$ cat src/rtl/bcd_pkg.sv
// Shared constants for the serial BCD add/subtract datapath.
// Latency: n/a (constants only).
// Backpressure: n/a.
// Contents: FSM state encodings, BCD digit width and the largest legal BCD digit.
package bcd_pkg;

  localparam int         BCD_DIGIT_W   = 4;
  localparam logic [3:0] BCD_MAX_DIGIT = 4'd9;

  localparam logic [1:0] ST_IDLE = 2'd0;
  localparam logic [1:0] ST_RUN  = 2'd1;
  localparam logic [1:0] ST_FIX  = 2'd2;
  localparam logic [1:0] ST_DONE = 2'd3;

endpackage

$ cat src/rtl/bcd_digit_addsub.sv
// Single BCD digit adder/subtractor: s = a + (sub ? 9-b : b) + cin, decimal-corrected.
// Latency: combinational.
// Backpressure: none.
// Ports: a, b - BCD digits; cin - decimal carry in; sub - use 9's complement of b;
//        s - BCD digit result; cout - decimal carry out.
module bcd_digit_addsub
  import bcd_pkg::*;
(
  input  logic [3:0] a,
  input  logic [3:0] b,
  input  logic       cin,
  input  logic       sub,
  output logic [3:0] s,
  output logic       cout
);

  logic [3:0] b_eff;
  logic [4:0] sum;
  logic [4:0] sum_adj;

  always_comb begin
    b_eff   = sub ? (BCD_MAX_DIGIT - b) : b;
    sum     = {1'b0, a} + {1'b0, b_eff} + {4'b0000, cin};
    sum_adj = sum + 5'd6;
    // A 5-bit sum above 9 covers both the >9 case and the 4-bit adder carry.
    if (sum > 5'd9) begin
      s    = sum_adj[3:0];
      cout = 1'b1;
    end else begin
      s    = sum[3:0];
      cout = 1'b0;
    end
  end

endmodule

$ cat src/rtl/bcd_addsub_serial.sv
// Serial multi-digit BCD adder/subtractor, one digit per cycle LSD first, sign-magnitude result.
// Latency: START edge to DONE = DIGITS+1 (add, A>=B sub), 2*DIGITS+1 (A<B sub), 2 (invalid operand).
// Backpressure: START accepted only in IDLE outside the DONE pulse; START while BUSY is dropped.
// Ports: CLK, nRST (sync, active-low); START/OP/A/B request; BUSY, DONE, S, SIGN, COUT results.
// Build option BCD_VALID_CHECK_EN adds INVALID: any operand nibble > 9 aborts with a zero result.
module bcd_addsub_serial
  import bcd_pkg::*;
#(
  parameter int DIGITS = 4
) (
  input  logic                          CLK,
  input  logic                          nRST,
  input  logic                          START,
  input  logic                          OP,
  input  logic [BCD_DIGIT_W*DIGITS-1:0] A,
  input  logic [BCD_DIGIT_W*DIGITS-1:0] B,
  output logic                          BUSY,
  output logic                          DONE,
  output logic [BCD_DIGIT_W*DIGITS-1:0] S,
  output logic                          SIGN,
  output logic                          COUT
`ifdef BCD_VALID_CHECK_EN
  ,
  output logic                          INVALID
`endif
);

  localparam int         W    = BCD_DIGIT_W * DIGITS;
  localparam logic [4:0] LAST = 5'(DIGITS - 1);

  logic [1:0]   state;
  logic [4:0]   cnt;
  logic         carry;
  logic         op_q;
  logic [W-1:0] a_sh;
  logic [W-1:0] b_sh;

  logic [3:0]   dig_a;
  logic [3:0]   dig_b;
  logic         dig_sub;
  logic [3:0]   dig_s;
  logic         dig_cout;
  logic [W-1:0] s_next;
  logic         last;

  // RUN feeds the operand digits; FIX negates the ten's-complement result
  // already sitting in S by computing 0 - digit with the running borrow.
  always_comb begin
    if (state == ST_FIX) begin
      dig_a   = 4'd0;
      dig_b   = S[3:0];
      dig_sub = 1'b1;
    end else begin
      dig_a   = a_sh[3:0];
      dig_b   = b_sh[3:0];
      dig_sub = op_q;
    end
    // Result digits enter at the top so after DIGITS shifts digit 0 is at the bottom.
    s_next                       = S >> BCD_DIGIT_W;
    s_next[W-1 -: BCD_DIGIT_W]   = dig_s;
    last                         = (cnt == LAST);
  end

  bcd_digit_addsub u_digit (
    .a    (dig_a),
    .b    (dig_b),
    .cin  (carry),
    .sub  (dig_sub),
    .s    (dig_s),
    .cout (dig_cout)
  );

`ifdef BCD_VALID_CHECK_EN
  function automatic logic has_bad_digit(input logic [W-1:0] v);
    logic bad;
    bad = 1'b0;
    for (int i = 0; i < DIGITS; i++) begin
      if (v[i*BCD_DIGIT_W +: BCD_DIGIT_W] > BCD_MAX_DIGIT) bad = 1'b1;
    end
    return bad;
  endfunction
`endif

  always_ff @(posedge CLK) begin
    if (!nRST) begin
      state <= ST_IDLE;
      cnt   <= '0;
      carry <= 1'b0;
      op_q  <= 1'b0;
      a_sh  <= '0;
      b_sh  <= '0;
      BUSY  <= 1'b0;
      DONE  <= 1'b0;
      S     <= '0;
      SIGN  <= 1'b0;
      COUT  <= 1'b0;
`ifdef BCD_VALID_CHECK_EN
      INVALID <= 1'b0;
`endif
    end else begin
      DONE <= 1'b0;
      case (state)
        ST_IDLE: begin
          // DONE is still high in the first IDLE cycle; a START there is dropped.
          if (START && !DONE) begin
            a_sh  <= A;
            b_sh  <= B;
            op_q  <= OP;
            carry <= OP;  // +1 of the ten's complement
            cnt   <= '0;
            S     <= '0;
            SIGN  <= 1'b0;
            COUT  <= 1'b0;
            BUSY  <= 1'b1;
            state <= ST_RUN;
`ifdef BCD_VALID_CHECK_EN
            INVALID <= has_bad_digit(A) || has_bad_digit(B);
`endif
          end
        end

        ST_RUN: begin
`ifdef BCD_VALID_CHECK_EN
          if (INVALID) begin
            // Bad operand: spend this cycle idle so DONE lands two cycles after START.
            state <= ST_DONE;
          end else begin
`else
          begin
`endif
            a_sh  <= a_sh >> BCD_DIGIT_W;
            b_sh  <= b_sh >> BCD_DIGIT_W;
            S     <= s_next;
            carry <= dig_cout;
            cnt   <= cnt + 5'd1;
            if (last) begin
              cnt <= '0;
              if (!op_q) begin
                COUT  <= dig_cout;
                state <= ST_DONE;
              end else if (dig_cout) begin
                state <= ST_DONE;  // no final borrow: A >= B, result already magnitude
              end else begin
                carry <= 1'b1;     // A < B: negate S in a second pass
                state <= ST_FIX;
              end
            end
          end
        end

        ST_FIX: begin
          S     <= s_next;
          carry <= dig_cout;
          cnt   <= cnt + 5'd1;
          if (last) begin
            cnt   <= '0;
            SIGN  <= 1'b1;
            state <= ST_DONE;
          end
        end

        ST_DONE: begin
          DONE  <= 1'b1;
          BUSY  <= 1'b0;
          state <= ST_IDLE;
        end

        default: state <= ST_IDLE;
      endcase
    end
  end

endmodule

$ cat config.mk
export PLATFORM = sky130hd
export DESIGN_NAME = bcd_addsub_serial
export DESIGN_NICKNAME = d
export VERILOG_FILES = /design/src/rtl/bcd_pkg.sv /design/src/rtl/bcd_digit_addsub.sv /design/src/rtl/bcd_addsub_serial.sv
export SDC_FILE = /design/constraint.sdc
export NUM_CORES = 1
export LEC_CHECK = 0
export ABC_AREA = 1
export ABC_CLOCK_PERIOD_IN_PS = 3500
export CAP_MARGIN = 20
export CORE_ASPECT_RATIO = 2
export CORE_UTILIZATION = 50
export DETAILED_ROUTE_END_ITERATION = 10
export PLACE_DENSITY_LB_ADDON = 0.15
export SLEW_MARGIN = 20
export SYNTH_ARGS = -nofsm -noshare
export SYNTH_HDL_FRONTEND = slang
export SYNTH_SLANG_ARGS = --single-unit
$ cat constraint.sdc
create_clock -name CLK -period 3.5 [get_ports CLK]
set_input_delay 0.7 -clock CLK [delete_from_list [all_inputs] [get_ports CLK]]
set_output_delay 0.7 -clock CLK [all_outputs]
set_load 0.005 [all_outputs]
[Word-level counts from Yosys, hierarchy flattened]
Cells that the tools add are included.
Widths: inputs -> output; s select.
Operators by class
  $add $sub $neg: 5
  order comparisons: 1
  equal/unequal tests: 8
  multiplexer cells: 34
  reduce and logical (&&, ||, !) cells: 17
Operators by type and width (count)
  $pmux 16 s2: 3
  $mux 16: 3
  $mux 4: 4
  $mux 1: 13
  $mux 5: 2
  $pmux 5 s2: 1
  $reduce_and 2->1: 5
  $ne 2x2->1 const B: 4
  $pmux 2 s4: 1
  $reduce_bool 2->1: 4
  $mux 2: 3
  $pmux 1 s2: 3
  $reduce_and 3->1: 2
  $add 4x4->5: 1
  $add 5x1->5: 1
  $add 5x1->5 const B: 1
  $eq 5x2->1 const B: 1
  $gt 5x4->1 const B: 1
  $add 4x3->4 const B: 1
  $eq 2x2->1 const B: 2
  $reduce_and 4->1: 1
  $sub 4x4->4 const A: 1
  $pmux 1 s3: 1
  $reduce_bool 3->1: 1
  other kinds (5): 5
Storage, ports and cells
  register bits: 61
  input port bits: 36
  output and inout port bits: 20

[Depth between registers and ports, before layout]
  word-level depth: 12
  depth in mapped cells: 22

[Hierarchy]
Synthesis repeated with hierarchy kept, for this count alone.
Unflattened totals
  cell total of the unflattened synthesis: 487
  area, all modules: 3245.6 µm²
By module, submodules not included
  bcd_addsub_serial: times used 1, cells an instance 427, area an instance 2889.0 µm²
  bcd_digit_addsub: times used 1, cells an instance 60, area an instance 356.6 µm²

[Least setup slack after synthesis]
OpenSTA, ideal clock, no wires.
  path type: register to register
  start point: register state[0]
  end point: register state[0]
  arrival: 2.924 ns
  required time: 3.430 ns
  setup slack: 0.506 ns
  cell stages (with the launch flop): 23
  buffers on the path: 1
  period minus slack after synthesis: 2.994 ns
  cells stage by stage: dfxtp_1 > inv_1 > ha_1 > buf_2 > inv_1 > or2_2 > o21ai_0 > ha_1 > nor2_1 > a21oi_1 > ha_1 > inv_1 > nand2_1 > nand2_1 > ha_1 > nand2_1 > a21boi_1 > nand2_1 > nand2_1 > nand2_1 > nand2_1 > nand2_1 > a21oi_1
Between the ends
  longest elaborated chain between the ends: 12
  elaborated cells between the ends (all ways): 21
RTL lines
  start, declared: RTL line bcd_addsub_serial.sv:31  | logic [1:0] state;
  start signal, assigned: RTL line bcd_addsub_serial.sv:86  | state <= ST_IDLE;
  start signal, assigned: RTL line bcd_addsub_serial.sv:115  | state <= ST_RUN;
  start signal, assigned: RTL line bcd_addsub_serial.sv:140  | state <= ST_DONE;
  $eq 2x2->1: RTL line bcd_addsub_serial.sv:49, bcd_addsub_serial.sv:102
  $mux 4: RTL line bcd_addsub_serial.sv:49  | if (state == ST_FIX) begin
  $sub 4x4->4: RTL line bcd_digit_addsub.sv:22  | b_eff = sub ? (BCD_MAX_DIGIT - b) : b;
  $mux 4: RTL line bcd_digit_addsub.sv:22
  $add 4x4->5: RTL line bcd_digit_addsub.sv:23  | sum = {1'b0, a} + {1'b0, b_eff} + {4'b0000, cin};
  $add 5x1->5: RTL line bcd_digit_addsub.sv:23
  $gt 5x4->1: RTL line bcd_digit_addsub.sv:26  | if (sum > 5'd9) begin
  $mux 1: RTL line bcd_digit_addsub.sv:26
  $mux 1: RTL line bcd_addsub_serial.sv:141  | end else if (dig_cout) begin
  $mux 1: RTL line bcd_addsub_serial.sv:138  | if (!op_q) begin
  $mux 2: RTL line bcd_addsub_serial.sv:136  | if (last) begin
  $pmux 2 s4: RTL line bcd_addsub_serial.sv:102  | case (state)
Parallel ways exist; a longest one is shown, timed or not. The select of a mux whose other input is x is not followed.
A chain may end at the register's enable or synchronous reset.

[Worst setup path in the final report]
Ends and elaborated chain as after synthesis.

==> parameters.txt <==
Parameter                              Value

Clock network
  Buffer type at the clock tree root    sky130_fd_sc_hd__clkbuf_8
  Number of buffers inserted by hold repair at cts    0
  TritonCTS clock tree    built
  Htree depth    3
  Clock Latency Late Sink    0.34 ns
  Buffer levels on the longest clock path    2
  Post-CTS setup buffers    0
  Cts bufs inserted    9
  Clock transition at the register clock pins on the worst setup and hold paths after CTS    around 0.060 ns
  Post-cts gate resize count    0
  Number of sinks driven by the clock tree    61

Synth
  Number of unique standard cell types used by synthesis    29
  Synthesized-area fraction occupied by and/or/nand/nor cells    22.3%
  Combinational family with the most area after synthesis    simple AND/OR/NAND/NOR gates
  Syn_area_per_cell    7.25 um2
  Proportion of synthesized chip area in sequential cells    42.3%
  Post-synthesis instance area    2880 um2
  Net count after synthesis    446
  Instance count of the mapped netlist    slightly below 400
  Fraction of the mapped netlist area in compound gates    20.8%
  Ys Warns    0
  Synthesized flop and latch total    61
  Share of synthesized cell area in full adder, half adder and majority cells    5.73%
  Xor-xnor portion of the synthesized cell area    0.911%
  Fraction of synthesized area in multiplexers    0.347%

Die
  Initial core utilization    52.7%
  Vertical die dimension    109 um
  Count of standard-cell rows    38
  Core Region    5470 um2
  I/O pin count    56
  Chip Width    55.7 um
  Die Footprint    6090 um2

Cells and area
  Non-filler instance count after layout    between 500 and 600
  Final Net Count    498
  Layout cell share with drive strength beyond 1    about 7%
  Layout area overhead    27.0%
  Commonest cells after routing, fill and taps aside    sky130_fd_sc_hd__nand2_1 (114), sky130_fd_sc_hd__dfxtp_1 (60), sky130_fd_sc_hd__clkdlybuf4s50_1 (55)
  Post-layout instance area    3660 um2
  Leading cell type in the layout, fill and taps excluded    sky130_fd_sc_hd__nand2_1
  Antenna diodes    0

Global route
  Final global-route overflow total    0
  First-pass GRT wire length    11.0 mm
  Total GRT Usage    23.4%
  Pin count of the biggest net entering global routing    50
  Antenna violations before repair    0
  Number of global-route vias before repair    2542

Routing
  Post-Route WL    6.55 mm
  Number of routed nets with antenna violations    0
  Drt initial violations    about 120
  DRT Pass-1 Iters    4
  Vias post-DR    2710
  DR DRC count    0
  Avg Vias per Cell    5.26
  Detail-routed net length per standard cell    between 10 and 15 um

Timing
  Unrepaired setup endpoints after global routing    no
  Post-layout minimum cycle time    3.17 ns
  Maximum clock skew at final layout    around 0.0095 ns
  Number of endpoints with negative hold slack in the final report    0
  Number of max-slew violations in the final report    0
  Slew @ Worst Pin    0.512 ns
  Fin crit share    between 90 and 100%
  Hold WS    ~0.46 ns
  Peak clock frequency supported by timing    between 0.3 and 0.4 GHz
  Max_slew headroom    approximately two thirds
  Final setup vio count    0
  Setup TNS    0 ns

Placement
  Detailed-placement wirelength estimate    4.72 mm
  Placer Congestion    0.919
  Placed cell count    between 400 and 500
  Post-DP Area    about 3500 um2
  Count of buffers from port buffering    55

Power and ir drop
  Leak Pwr    1.48 nW
  Total power density per cell area    812 nW/um2
  Largest vdd supply drop    0.000595 V
  Final Power    2.97 mW

Critical path
  Endpoint arrival time on the critical path    between 3 and 4 ns
  Crit path capture type    flip-flop
  Worst setup path endpoint    state[0]
  Startpoint-to-endpoint class of the critical path    flip-flop to flip-flop
  Setup crit start kind    flip-flop
  Critical-path cell with the highest stage delay    sky130_fd_sc_hd__ha_1
  Depth of the most critical reg-to-reg path    20
  CP Data Required Time    3.77 ns
  Reg-to-reg endpoint    state[0]
  CP peak stage delay    0.35 ns
  Maximum fanout count along the critical path    5
  Cell breakdown of the critical path    inv_1 > ha_2 > inv_1 > or2_2 > o21ai_1 > ha_1 > nor2_1 > a21oi_1 > ha_1 > nand2_1 > nand2_1 > ha_1 > nand2_1 > a21boi_1 > nand2_1 > nand2_2 > nand2_1 > nand2_1 > nand2_1 > a21oi_1
  Cell with the most instances on the worst path    sky130_fd_sc_hd__nand2_1
  Critical path launch point    state[0]
  Worst reg-to-reg setup slack    0.33 ns
  Worst r2r src    state[0]

Hold path
  Hold Path Class    flip-flop to flip-flop
  Hold Crit Start    a_sh[12]

Run
  Max-cap violations    0

Status
  Result of the run    finished, final reports clean
## Yosys cell counts (all sizes together)
cell type | instances | area [um2]
o21bai | 1 | 7.51
xnor2 | 1 | 8.76
nor2 | 17 | 71.3
nand3b | 1 | 7.51
dfxtp | 61 | 1220
o21a | 1 | 7.51
or2 | 3 | 18.8
a21boi | 1 | 7.51
nor3 | 1 | 16.3
nand3 | 18 | 90.1
nand4 | 1 | 6.26
ha | 10 | 125
buf | 10 | 51.3
fa | 2 | 40.0
clkbuf | 10 | 37.5
a21oi | 41 | 209
xor2 | 2 | 17.5
nand2 | 115 | 432
inv | 35 | 131
mux2i | 1 | 10.0
a31oi | 24 | 150
o21ai | 42 | 218
## area by class of cell
cell class	count	area, um2
Timing Repair Buffer	61	596
Tap cell	60	75.1
Clock buffer	16	190
Multi-Input combinational cell	282	1450
Sequential cell	61	1220
Inverter	35	131
Fill cell	522	1810
## per-layer routing
layer  track usage (%)  vias to the layer above  routed length, um
met4              14.5                        0                223
li1                  -                     1420                  -
met5                 0                        -                  0
met1              24.5                     1209               2630
met2              42.1                       63               3480
met3              5.06                       18                214
## report_power, final
group          leakage, nW  internal (mW)  switching (mW)
Sequential           0.501          0.866           0.103
Combinational        0.886          0.528           0.886
Clock               0.0970          0.336           0.255
Total                 1.48           1.73            1.24
## how the worst min path moves through the flow
stage	slack (ns)	cells after the start	to
6_report	0.46	2	a_sh[12]
5_1_grt	0.48	2	a_sh[14]
4_1_cts	0.46	2	a_sh[14]
3_5_place_dp	0.45	2	a_sh[14]
3_3_place_gp	0.45	2	b_sh[14]
2_1_floorplan	0.44	2	a_sh[12]
## state kept, by name, indices dropped and copies added (netlist names), 2 cells and up
signal / count
S: 16
a_sh: 16
b_sh: 16
cnt: 5
state: 2
## cells by family (layout without fill, tap and decap cells)
kind of cell               after synthesis  after routing
adders and majority gates               12             12
buffers and inverters                   55            112
and+or+nand+nor                        156            156
DFF                                     61             61
xor gates and xnor gates                 3              3
muxes                                    1              1
AOI/OAI and AO/OA                      110            110
## critical path, delay by kind of cell (launching register included)
family | cells | cell delay [ns]
buffers and inverters | 2 | 0.18
AND/OR/NAND/NOR | 10 | 1.09
adder cells (fa/ha/maj) | 4 | 1.05
AO/OA/AOI/OAI | 4 | 0.43
flip-flops | 1 | 0.34
## metrics by stage
stage | utilization (%) | worst slack, ns
after detailed placement | 63.4 | 0.247
final | 67.0 | 0.328
after global routing | 67.0 | 0.0207
after floorplan | - | 0.506
after CTS | 66.9 | 0.229
after global placement | 63.4 | 0.435
Note: power is estimated with default switching activity, not from simulation.
